===== src/rtl/spm_seq.sv =====
// spm_seq: sequencer for a bit-serial/parallel signed multiplier array.
// Feeds the multiplier LSB first with sign extension and collects the 2N-bit product.
module spm_seq #(
    parameter int N = 8
) (
    input  logic           clk,
    input  logic           rst,
    input  logic           start_valid,
    output logic           start_ready,
    input  logic [N-1:0]   x_in,
    input  logic [N-1:0]   y_in,
    output logic [N-1:0]   spm_x,
    output logic           spm_y,
    output logic           spm_rst,
    input  logic           spm_p,
    output logic           res_valid,
    input  logic           res_ready,
    output logic [2*N-1:0] res_p,
    output logic           busy
);
    localparam int            CW       = $clog2(2*N+1);
    localparam int            IW       = $clog2(2*N);
    localparam logic [CW-1:0] CNT_LAST = CW'(2*N);

    typedef enum logic [1:0] {
        IDLE  = 2'd0,
        CLR   = 2'd1,
        SHIFT = 2'd2,
        DONE  = 2'd3
    } state_e;

    state_e         state_q, state_d;
    logic [CW-1:0]  cnt_q, cnt_d;
    logic [N-1:0]   xreg_q, xreg_d;
    logic [N-1:0]   yreg_q, yreg_d;
    logic [2*N-1:0] res_q, res_d;
    logic [2*N-1:0] y_ext;
    logic           last;

    assign y_ext = {{N{yreg_q[N-1]}}, yreg_q};
    assign last  = (cnt_q == CNT_LAST);

    always_ff @(posedge clk) begin
        if (rst) begin
            state_q <= IDLE;
            cnt_q   <= '0;
            xreg_q  <= '0;
            yreg_q  <= '0;
            res_q   <= '0;
        end else begin
            state_q <= state_d;
            cnt_q   <= cnt_d;
            xreg_q  <= xreg_d;
            yreg_q  <= yreg_d;
            res_q   <= res_d;
        end
    end

    always_comb begin
        state_d = state_q;
        case (state_q)
            IDLE:    if (start_valid) state_d = CLR;
            CLR:     state_d = SHIFT;
            SHIFT:   if (last) state_d = DONE;
            DONE:    if (res_ready) state_d = IDLE;
            default: state_d = IDLE;
        endcase
    end

    // The array output lags spm_y by one cycle, so the cnt=0 slot carries no product bit.
    always_comb begin
        xreg_d = xreg_q;
        yreg_d = yreg_q;
        cnt_d  = cnt_q;
        res_d  = res_q;
        case (state_q)
            IDLE: begin
                if (start_valid) begin
                    xreg_d = x_in;
                    yreg_d = y_in;
                end
            end
            CLR: begin
                cnt_d = '0;
                res_d = '0;
            end
            SHIFT: begin
                cnt_d = last ? '0 : cnt_q + CW'(1);
                if (cnt_q != '0) res_d = {spm_p, res_q[2*N-1:1]};
            end
            default: ;
        endcase
    end

    always_comb begin
        spm_y = 1'b0;
        if (state_q == SHIFT && !last) spm_y = y_ext[cnt_q[IW-1:0]];
    end

    // rst also clears the array so an aborted operation leaves nothing behind.
    assign spm_rst     = rst | (state_q == CLR);
    assign start_ready = (state_q == IDLE);
    assign busy        = (state_q != IDLE);
    assign res_valid   = (state_q == DONE);
    assign spm_x       = xreg_q;
    assign res_p       = res_q;

endmodule


===== config.mk =====
export PLATFORM = sky130hd
export DESIGN_NAME = spm_seq
export DESIGN_NICKNAME = d
export VERILOG_FILES = /design/src/rtl/spm_seq.sv
export SDC_FILE = /design/constraint.sdc
export NUM_CORES = 1
export LEC_CHECK = 0
export BUFFER_PORTS_ARGS = -buffer_cell sky130_fd_sc_hd__buf_2
export CAP_MARGIN = 20
export CORE_ASPECT_RATIO = 1.2
export CORE_MARGIN = 8
export CORE_UTILIZATION = 45
export DETAILED_ROUTE_END_ITERATION = 16
export GPL_TIMING_DRIVEN = 0
export MAX_ROUTING_LAYER = met4
export PLACE_DENSITY = 0.71
export SKIP_CTS_REPAIR_TIMING = 1
export SKIP_LAST_GASP = 1
export SLEW_MARGIN = 15
export SYNTH_ARGS = -nofsm -noshare
export SYNTH_HDL_FRONTEND = slang
export SYNTH_SLANG_ARGS = --single-unit

===== constraint.sdc =====
create_clock -name clk -period 4.3 [get_ports clk]
set_input_delay 0.86 -clock clk [delete_from_list [all_inputs] [get_ports clk]]
set_output_delay 0.86 -clock clk [all_outputs]
set_load 0.03 [all_outputs]

# Yosys cells after proc, flatten, opt, wreduce, memory -nomap -nowiden
# Cells that the tools add are included.
[classes] addsub=1 magnitude_cmp=1 n_eq_ne=8 n_mux=11 bitwise=1 reduce_logical=9
[ops] cell="$pmux W16 S2" count=1
[ops] cell="$mux W16" count=1
[ops] cell="$pmux W5 S2" count=1
[ops] cell="$pmux W2 S4" count=1
[ops] cell="$mux W2" count=3
[ops] cell="$ne A2 B2 Y1 const B" count=3
[ops] cell="$add A5 B1 Y5 const B" count=1
[ops] cell="$eq A5 B5 Y1 const B" count=1
[ops] cell="$lt A4 B5 Y1 const B" count=1
[ops] cell="$mux W5" count=1
[ops] cell="$reduce_bool A5 Y1" count=1
[ops] cell="$bmux W1 S4" count=1
[ops] cell="$eq A2 B2 Y1 const B" count=2
[ops] cell="$reduce_and A2 Y1" count=2
[ops] cell="$reduce_bool A2 Y1" count=2
[ops] cell="$reduce_and A3 Y1" count=1
[ops] cell="$eq A2 B1 Y1 const B" count=1
[ops] cell="$logic_not A2 Y1" count=1
[ops] cell="$mux W1" count=2
[ops] cell="$ne A2 B1 Y1 const B" count=1
[ops] cell="$logic_and A1 B1 Y1" count=1
[ops] cell="$logic_not A1 Y1" count=1
[ops] cell="$or A1 B1 Y1" count=1
[totals] register_bits=39 inputBits=21

# Logic depth before layout (Yosys ltp)
# Gate-level depths: netlist of the first run.
[depth] word_depth=4 mapped_depth=8 depth_no_buf=5

# Worst setup path after synthesis of the first run
# No wires, ideal clock.
[synth_path] path_kind="reg-to-output" from="register cnt_q[0]" to="output port spm_y" arrival_ps=1773 path_slack_ps=1667 stages_incl_launch_ff=5 n_path_buf=1 path_cell_list="dfxtp_1 buf_2 mux2i_1 or4b_2 a41oi_1"
[synth_between] elab_chain_len=4
[synth_rtl] element="from (decl)" line="33" source="logic [CW-1:0] cnt_q, cnt_d;"
[synth_rtl] element="from (signal assigned)" line="52" source="cnt_q <= cnt_d;"
[synth_rtl] element="branches (longest 3 deep; another with $bmux W1 S4)"
[synth_rtl] element="$mux W1 *" line="97" source="if (state_q == SHIFT && !last) spm_y = y_ext[cnt_q[IW-1:0]];"
[synth_rtl] element="to (decl)" line="13" source="output logic spm_y,"
# Mark *: on every way between the ends. The select of a mux whose other input is x is not followed.

# Worst setup path after layout of the first run
# Same ends and word-level chain as after synthesis.

==> impl_metrics.toml, run 1 <==
[outcome]
status = "completed"

[yosys]
synthDominantCellAreaShare = 0.4639
synthSimpleGateAreaFrac = 0.1978
synthCells = 175
synth_ff_type = "dfxtp_1"
synthAdderAreaFrac = 0.05204
synth_nets = 203
synth_top_family_by_area = "simple AND/OR/NAND/NOR gates"
netlist_area_mm2 = 0.001683
synth_edf_count = 0
synthMuxAreaShare = 0.03197
ys_types = 35
synth_warnings = 0
synth_compound_area_frac = 0.1963
yosysTopAreaCell = "dfxtp_1"
ys_seq_area_frac = 0.4639
synth_seq_cells = 39
synth.avg_cell_area_um2 = 9.616
synth-xor-area-share = 0
async_flop_share = 0
synthTopCellsByArea = "dfxtp_1 46%, a22o_2 9.5%, nand2_1 8.0%"

[placement]
hpwl_um = 2625
routabilityCongestion = 0.8010
io_buffer_count = 48

[setup_path]
end_kind = "output pin"
reg2reg_slack_ns = 2.29
timing.rr.start = "cnt_q[0]"
r2r_end = "res_p[11]"
ff2ff_path_depth = 7
critPathSlowestCell = "or4b_2"
path_buf_inv = 2
critPathTopFamily = "simple AND/OR/NAND/NOR gates"
cp.arrival_ns = 1.98
worstPathCellList = "buf_2 > mux2i_1 > or4b_2 > a41oi_1 > buf_2"
path_class = "reg -> out"
cp_max_fo = 7
cp-start-kind = "flop"
crit_required_ns = 3.44
critPathMaxStageDelay_ns = 0.60
critPathMostFrequentCell = "buf_2"
crit_cells = 5

[cts]
cts_root_buffer = "clkbuf_8"
ctsLongestPathBuffers = 2
numCtsBuffers = 5
clk_pin_slew_worst_paths_ns = 0.07
cts_tree = "yes"
clock_latency_ns = 0.28
clock-sinks = 39
h-tree-depth = 2

[routing]
wl_per_cell_um = 13.26
via_per_inst = 5.190
dr.pass1.iters = 4
ant_nets = 0
vias = 1391
drc_errors = 0
routed_wl_um = 3554
drt_iter0_drc = 65

[power_and_ir_drop]
total_power_mw = 0.9485
ir_worst_vdd_v = 0.0002417
powerDensity_mw_per_mm2 = 463.9
power.leakage_nw = 0.9104

[floorplanning]
die_w_um = 71.83
row_count = 24
die-area_mm2 = 0.005961
start_util = 0.4670
core_mm2 = 0.003603
ioPinCount = 50
dieHeight_um = 82.99

[worst_hold_path]
worstHoldStart = "yreg_q[0]"
min_to = "yreg_q[0]"
hold_path.class = "reg -> reg"
whs_path_depth = 2

[timing]
finalHoldViolCount = 0
slew_headroom = 0.6969
rsz0062_at_grt = "no"
worst_slew_pin_slew_ns = 0.4546
fmax_mhz = 352.7
finClkSkew_ns = 0.003692
tns_ns = 0
fin_crit_ns = 2.836
fin_crit_sh = 0.6594
setup-violations-final = 0
whs_ns = 0.4534
slew_viol_final = 0

[job]
maxCapViolations = 0

[layout]
diodes = 0
nNetsFinal = 258
area_growth_pct = 21.49
drive_gt1_frac = 0.3624

[grt]
grt_pass1_vias = 1438
globalRouteOverflowTotal = 0
antenna_found_initial = 0
grt_start_max_net_pins = 11
grt_pass1_wl_um = 6403
grtUsageTotal = 0.1324
-- metrics by stage --
step / cells / worst slack (ns) / util / cell area (um2)
2_1_floorplan: 175 / 1.667 / - / 1683
3_5_place_dp: 262 / 1.778 / 0.5472 / 1972
3_3_place_gp: 262 / 1.776 / 0.5472 / 1972
4_1_cts: 268 / 1.449 / 0.5674 / 2044
6_report: 268 / 1.464 / 0.5674 / 2044
5_1_grt: 268 / 1.253 / 0.5674 / 2044
-- final cells by class --
type,count,area (um2)
Tap cell,39,48.80
Inverter,5,18.77
Sequential cell,39,780.7
Buffer,14,78.83
Timing Repair Buffer,48,240.2
Clock buffer,6,72.57
Fill cell,343,1559
Multi-Input combinational cell,117,804.5
-- worst max path at each step --
stage	from	endpoint	slack [ns]
2_1_floorplan	cnt_q[0]	spm_y	1.67
3_3_place_gp	cnt_q[0]	spm_y	1.78
3_5_place_dp	cnt_q[0]	spm_y	1.78
4_1_cts	cnt_q[0]	spm_y	1.45
5_1_grt	state_q[0]	spm_y	1.25
6_report	cnt_q[0]	spm_y	1.46
-- where the power goes --
| part | total [mW] | leakage, nW | switching [mW] | internal (mW) |
|---|---|---|---|---|
| Combinational | 0.316 | 0.556 | 0.204 | 0.112 |
| Sequential | 0.414 | 0.317 | 0.0191 | 0.395 |
| Clock | 0.219 | 0.0371 | 0.111 | 0.108 |
| Total | 0.949 | 0.910 | 0.334 | 0.614 |
-- cells by family (layout without fill, tap and decap cells) --
family | after synthesis | in the layout
AOI/OAI and AO/OA | 43 | 43
adders and majority gates | 7 | 7
buffers and inverters | 19 | 73
DFF | 39 | 39
muxes | 4 | 4
and+or+nand+nor | 63 | 63
-- cells in the mapped netlist, drive strengths merged, types with 2 or more instances --
library cell,n
nor2b,3
ha,7
dfxtp,39
clkbuf,6
nand4,2
buf,8
nand4b,3
a21oi,19
a41oi,2
inv,5
mux2i,2
nand2,36
a22o,16
nand3,2
or4b,2
nand2b,6
a31oi,2
a211oi,2
-- flip-flops by register name, summed over array words and instances (netlist names) --
signal / cells
cnt_q: 5
res_p: 16
spm_x: 8
state_q: 2
yreg_q: 8
-- placed cells by master (no fill, tap or decap), drive strengths merged, types with 5 or more instances in the layout --
cell type  instances
ha                 7
a22o              16
a21oi             19
nand2b             6
dfxtp             39
buf               56
inv                5
nand2             36
clkbuf            12
-- worst register-to-register path, cell delays in order, from the launching register on --
cell and delay, ns:
dfxtp_1 0.32, buf_2 0.17, inv_1 0.08, ha_1 0.17, or4b_4 0.49, a211oi_4 0.40, buf_6 0.19, a22o_2 0.15
-- routing by layer --
layer	GRT usage	vias to the layer above	wire (um)
met3	0.04808	6	206
li1	-	721	-
met1	0.1513	628	1647
met4	0.05400	0	57
met2	0.2035	36	1643
met5	-	-	0
Note: power is estimated with default switching activity, not from simulation.
==> inputs of run 2 (changes only) <==
--- a/config.mk
+++ b/config.mk
@@ -5,6 +5,7 @@
 export SDC_FILE = /design/constraint.sdc
 export NUM_CORES = 1
 export LEC_CHECK = 0
+export ABC_AREA = 1
 export BUFFER_PORTS_ARGS = -buffer_cell sky130_fd_sc_hd__buf_2
 export CAP_MARGIN = 20
 export CORE_ASPECT_RATIO = 1.2
@@ -13,7 +14,7 @@
 export DETAILED_ROUTE_END_ITERATION = 16
 export GPL_TIMING_DRIVEN = 0
 export MAX_ROUTING_LAYER = met4
-export PLACE_DENSITY = 0.71
+export PLACE_DENSITY = 0.73
 export SKIP_CTS_REPAIR_TIMING = 1
 export SKIP_LAST_GASP = 1
 export SLEW_MARGIN = 15
==> constraint.sdc (replaced) <==
create_clock -name clk -period 2.47 [get_ports clk]
set_input_delay 0.494 -clock clk [delete_from_list [all_inputs] [get_ports clk]]
set_output_delay 0.494 -clock clk [all_outputs]
set_load 0.03 [all_outputs]
==> run 2 against run 1 <==
Compared with the run above:
- combinational power up 140%
- via count up 12%
- flip-flop and latch count is the same
- routed wire length grew 5.1%
- total power is 120% higher
- critical path depth is 3 higher
- utilization is 0.57 points lower
- design area rose by 5.7%
==> impl_metrics.toml, run 2 <==
[outcome]
status = "completed"

[grt]
grt_start_max_net_pins = 13
antenna_found_initial = 0
grtUsageTotal = 0.1302
grt_pass1_vias = 1515
globalRouteOverflowTotal = 0
grt_pass1_wl_um = 6375

[floorplanning]
start_util = 0.4540
die_w_um = 72.88
die-area_mm2 = 0.006140
dieHeight_um = 84.25
core_mm2 = 0.003847
row_count = 25
ioPinCount = 50

[timing]
fmax_mhz = 436.3
slew_viol_final = 0
whs_ns = 0.4484
slew_headroom = 0.5360
rsz0062_at_grt = "no"
worst_slew_pin_slew_ns = 0.6961
finClkSkew_ns = 0.005167
fin_crit_sh = 0.9278
setup-violations-final = 0
tns_ns = 0
fin_crit_ns = 2.292
finalHoldViolCount = 0

[cts]
ctsLongestPathBuffers = 2
clk_pin_slew_worst_paths_ns = 0.08
clock_latency_ns = 0.29
h-tree-depth = 2
numCtsBuffers = 5
cts_tree = "yes"
cts_root_buffer = "clkbuf_8"
clock-sinks = 39

[setup_path]
critPathMostFrequentCell = "inv_1"
cp_max_fo = 8
critPathSlowestCell = "dfxtp_1"
critPathMaxStageDelay_ns = 0.50
r2r_end = "res_p[8]"
end_kind = "output pin"
reg2reg_slack_ns = 0.84
path_class = "reg -> out"
crit_required_ns = 1.98
cp-start-kind = "flop"
cp.arrival_ns = 1.80
worstPathCellList = "inv_1 > ha_1 > nand3_1 > nand2_1 > inv_1 > nand2_1 > inv_1 > buf_2"
timing.rr.start = "cnt_q[0]"
ff2ff_path_depth = 8

[layout]
final_common_cell = "buf_2"
diodes = 0
layout_common_cells = "50 x buf_2, 40 x nor2_1, 39 x dfxtp_1, 26 x nand2_1, 26 x nand3_1"
largest_reg_flops = 16
drive_gt1_frac = 0.3273
area_growth_pct = 23.71
n_fill_cell = 386
multiInputGateArea_um2 = 832.0
nNetsFinal = 303
area.sequential_um2 = 780.7

[yosys]
synth_ff_type = "dfxtp_1"
synthTopCellsByCount = "40 x nor2_1, 39 x dfxtp_1, 26 x nand2_1, 26 x nand3_1, 17 x o21ai_0"
synth_nets = 248
synth_warnings = 0
yosysTopAreaCell = "dfxtp_1"
yosysMostFrequentCell = "nor2_1"
ys_seq_area_frac = 0.4470
synthTopCellsByArea = "dfxtp_1 45%, nor2_1 8.6%, nand3_1 7.4%"
ys_types = 26
async_flop_share = 0
synth_edf_count = 0
netlist_area_mm2 = 0.001747
synth.avg_cell_area_um2 = 7.939
synthDominantCellAreaShare = 0.4470
synthCells = 220
synth_seq_cells = 39

[routing]
drt_iter0_drc = 104
dr.pass1.iters = 4
via_per_inst = 4.720
routed_wl_um = 3735
drc_errors = 0
vias = 1553
ant_nets = 0
wl_per_cell_um = 11.35

[worst_hold_path]
hold_path.class = "in -> reg"
worstHoldStart = "x_in[0]"
min_to = "spm_x[0]"
whs_path_depth = 3

[job]
maxCapViolations = 0

[placement]
hpwl_um = 2878
routabilityCongestion = 0.7862
io_buffer_count = 48

[power_and_ir_drop]
ir_worst_vdd_v = 0.0007158
power.leakage_nw = 0.9865
powerDensity_mw_per_mm2 = 955.2
==> run 2: changes by cell type after synthesis, sizes merged, moves of 4 or more <==
cell    previous run  this run
nor2               1        41
nand3              2        27
o21ai              0        17
a22o              16         0
inv                5        17
nand2b             6         0
buf                8         4
==> run 2: cell families after synthesis <==
logic type      after synthesis  share of synthesized area
simple gates                109                     0.2822
flops                        39                     0.4470
xor+xnor                      3                    0.01505
buf+inv                      25                    0.07665
fa+ha+maj                     7                    0.05014
compound gates               37                     0.1289
==> run 2: layout make-up <==
type | instances | area share
clock buffers | 5 | 0.03185
plain buffers | 8 | 0.03011
multi-input cells | 156 | 0.3851
well taps | 54 | 0.03127
flip-flops and latches | 39 | 0.3613
inverters | 17 | 0.03185
clock inverters | 2 | 0.01737
repair buffers | 48 | 0.1112
==> run 2: layer usage <==
layer / track usage / up-vias / wire [um]
li1: - / 819 / -
met1: 0.1387 / 682 / 1728
met2: 0.2162 / 47 / 1726
met3: 0.04887 / 5 / 248
met4: 0.04015 / 0 / 31
met5: - / - / 0
==> run 2: power breakdown <==
group / total, mW / leakage (nW) / internal (mW) / switching (mW)
Sequential: 0.794 / 0.318 / 0.726 / 0.0679
Combinational: 0.753 / 0.618 / 0.251 / 0.503
Clock: 0.517 / 0.0502 / 0.295 / 0.222
Total: 2.06 / 0.987 / 1.27 / 0.792
==> run 2: metrics by stage <==
step / instance area, um2 / cells / setup WS (ns) / power [mW] / util
finish: 2161 / 329 / 0.1782 / 2.064 / 0.5616
global route: 2161 / 329 / 0.01130 / 2.213 / 0.5616
CTS: 2161 / 329 / 0.1634 / 2.090 / 0.5616
detailed placement: 2054 / 322 / 0.5219 / 1.567 / 0.5340
global placement: 2054 / 322 / 0.5469 / 1.555 / 0.5340
floorplan: 1747 / 220 / 0.7568 / 1.382 / -
==> run 2: worst max-delay path: cells and delay by family, from the launching register on <==
kind                     cells  cell delay, ns
flip-flops                   1            0.50
buffers and inverters        4            0.49
adder cells (fa/ha/maj)      1            0.26
AND/OR/NAND/NOR              3            0.26
==> run 2: worst max path at each step <==
stage | depth (start not counted) | to | startpoint | slack, ns
2_1_floorplan | 7 | spm_y | cnt_q[0] | 0.76
3_3_place_gp | 8 | spm_y | cnt_q[0] | 0.55
3_5_place_dp | 8 | spm_y | cnt_q[0] | 0.52
4_1_cts | 8 | spm_y | cnt_q[0] | 0.16
5_1_grt | 8 | spm_y | cnt_q[0] | 0.01
6_report | 8 | spm_y | cnt_q[0] | 0.18
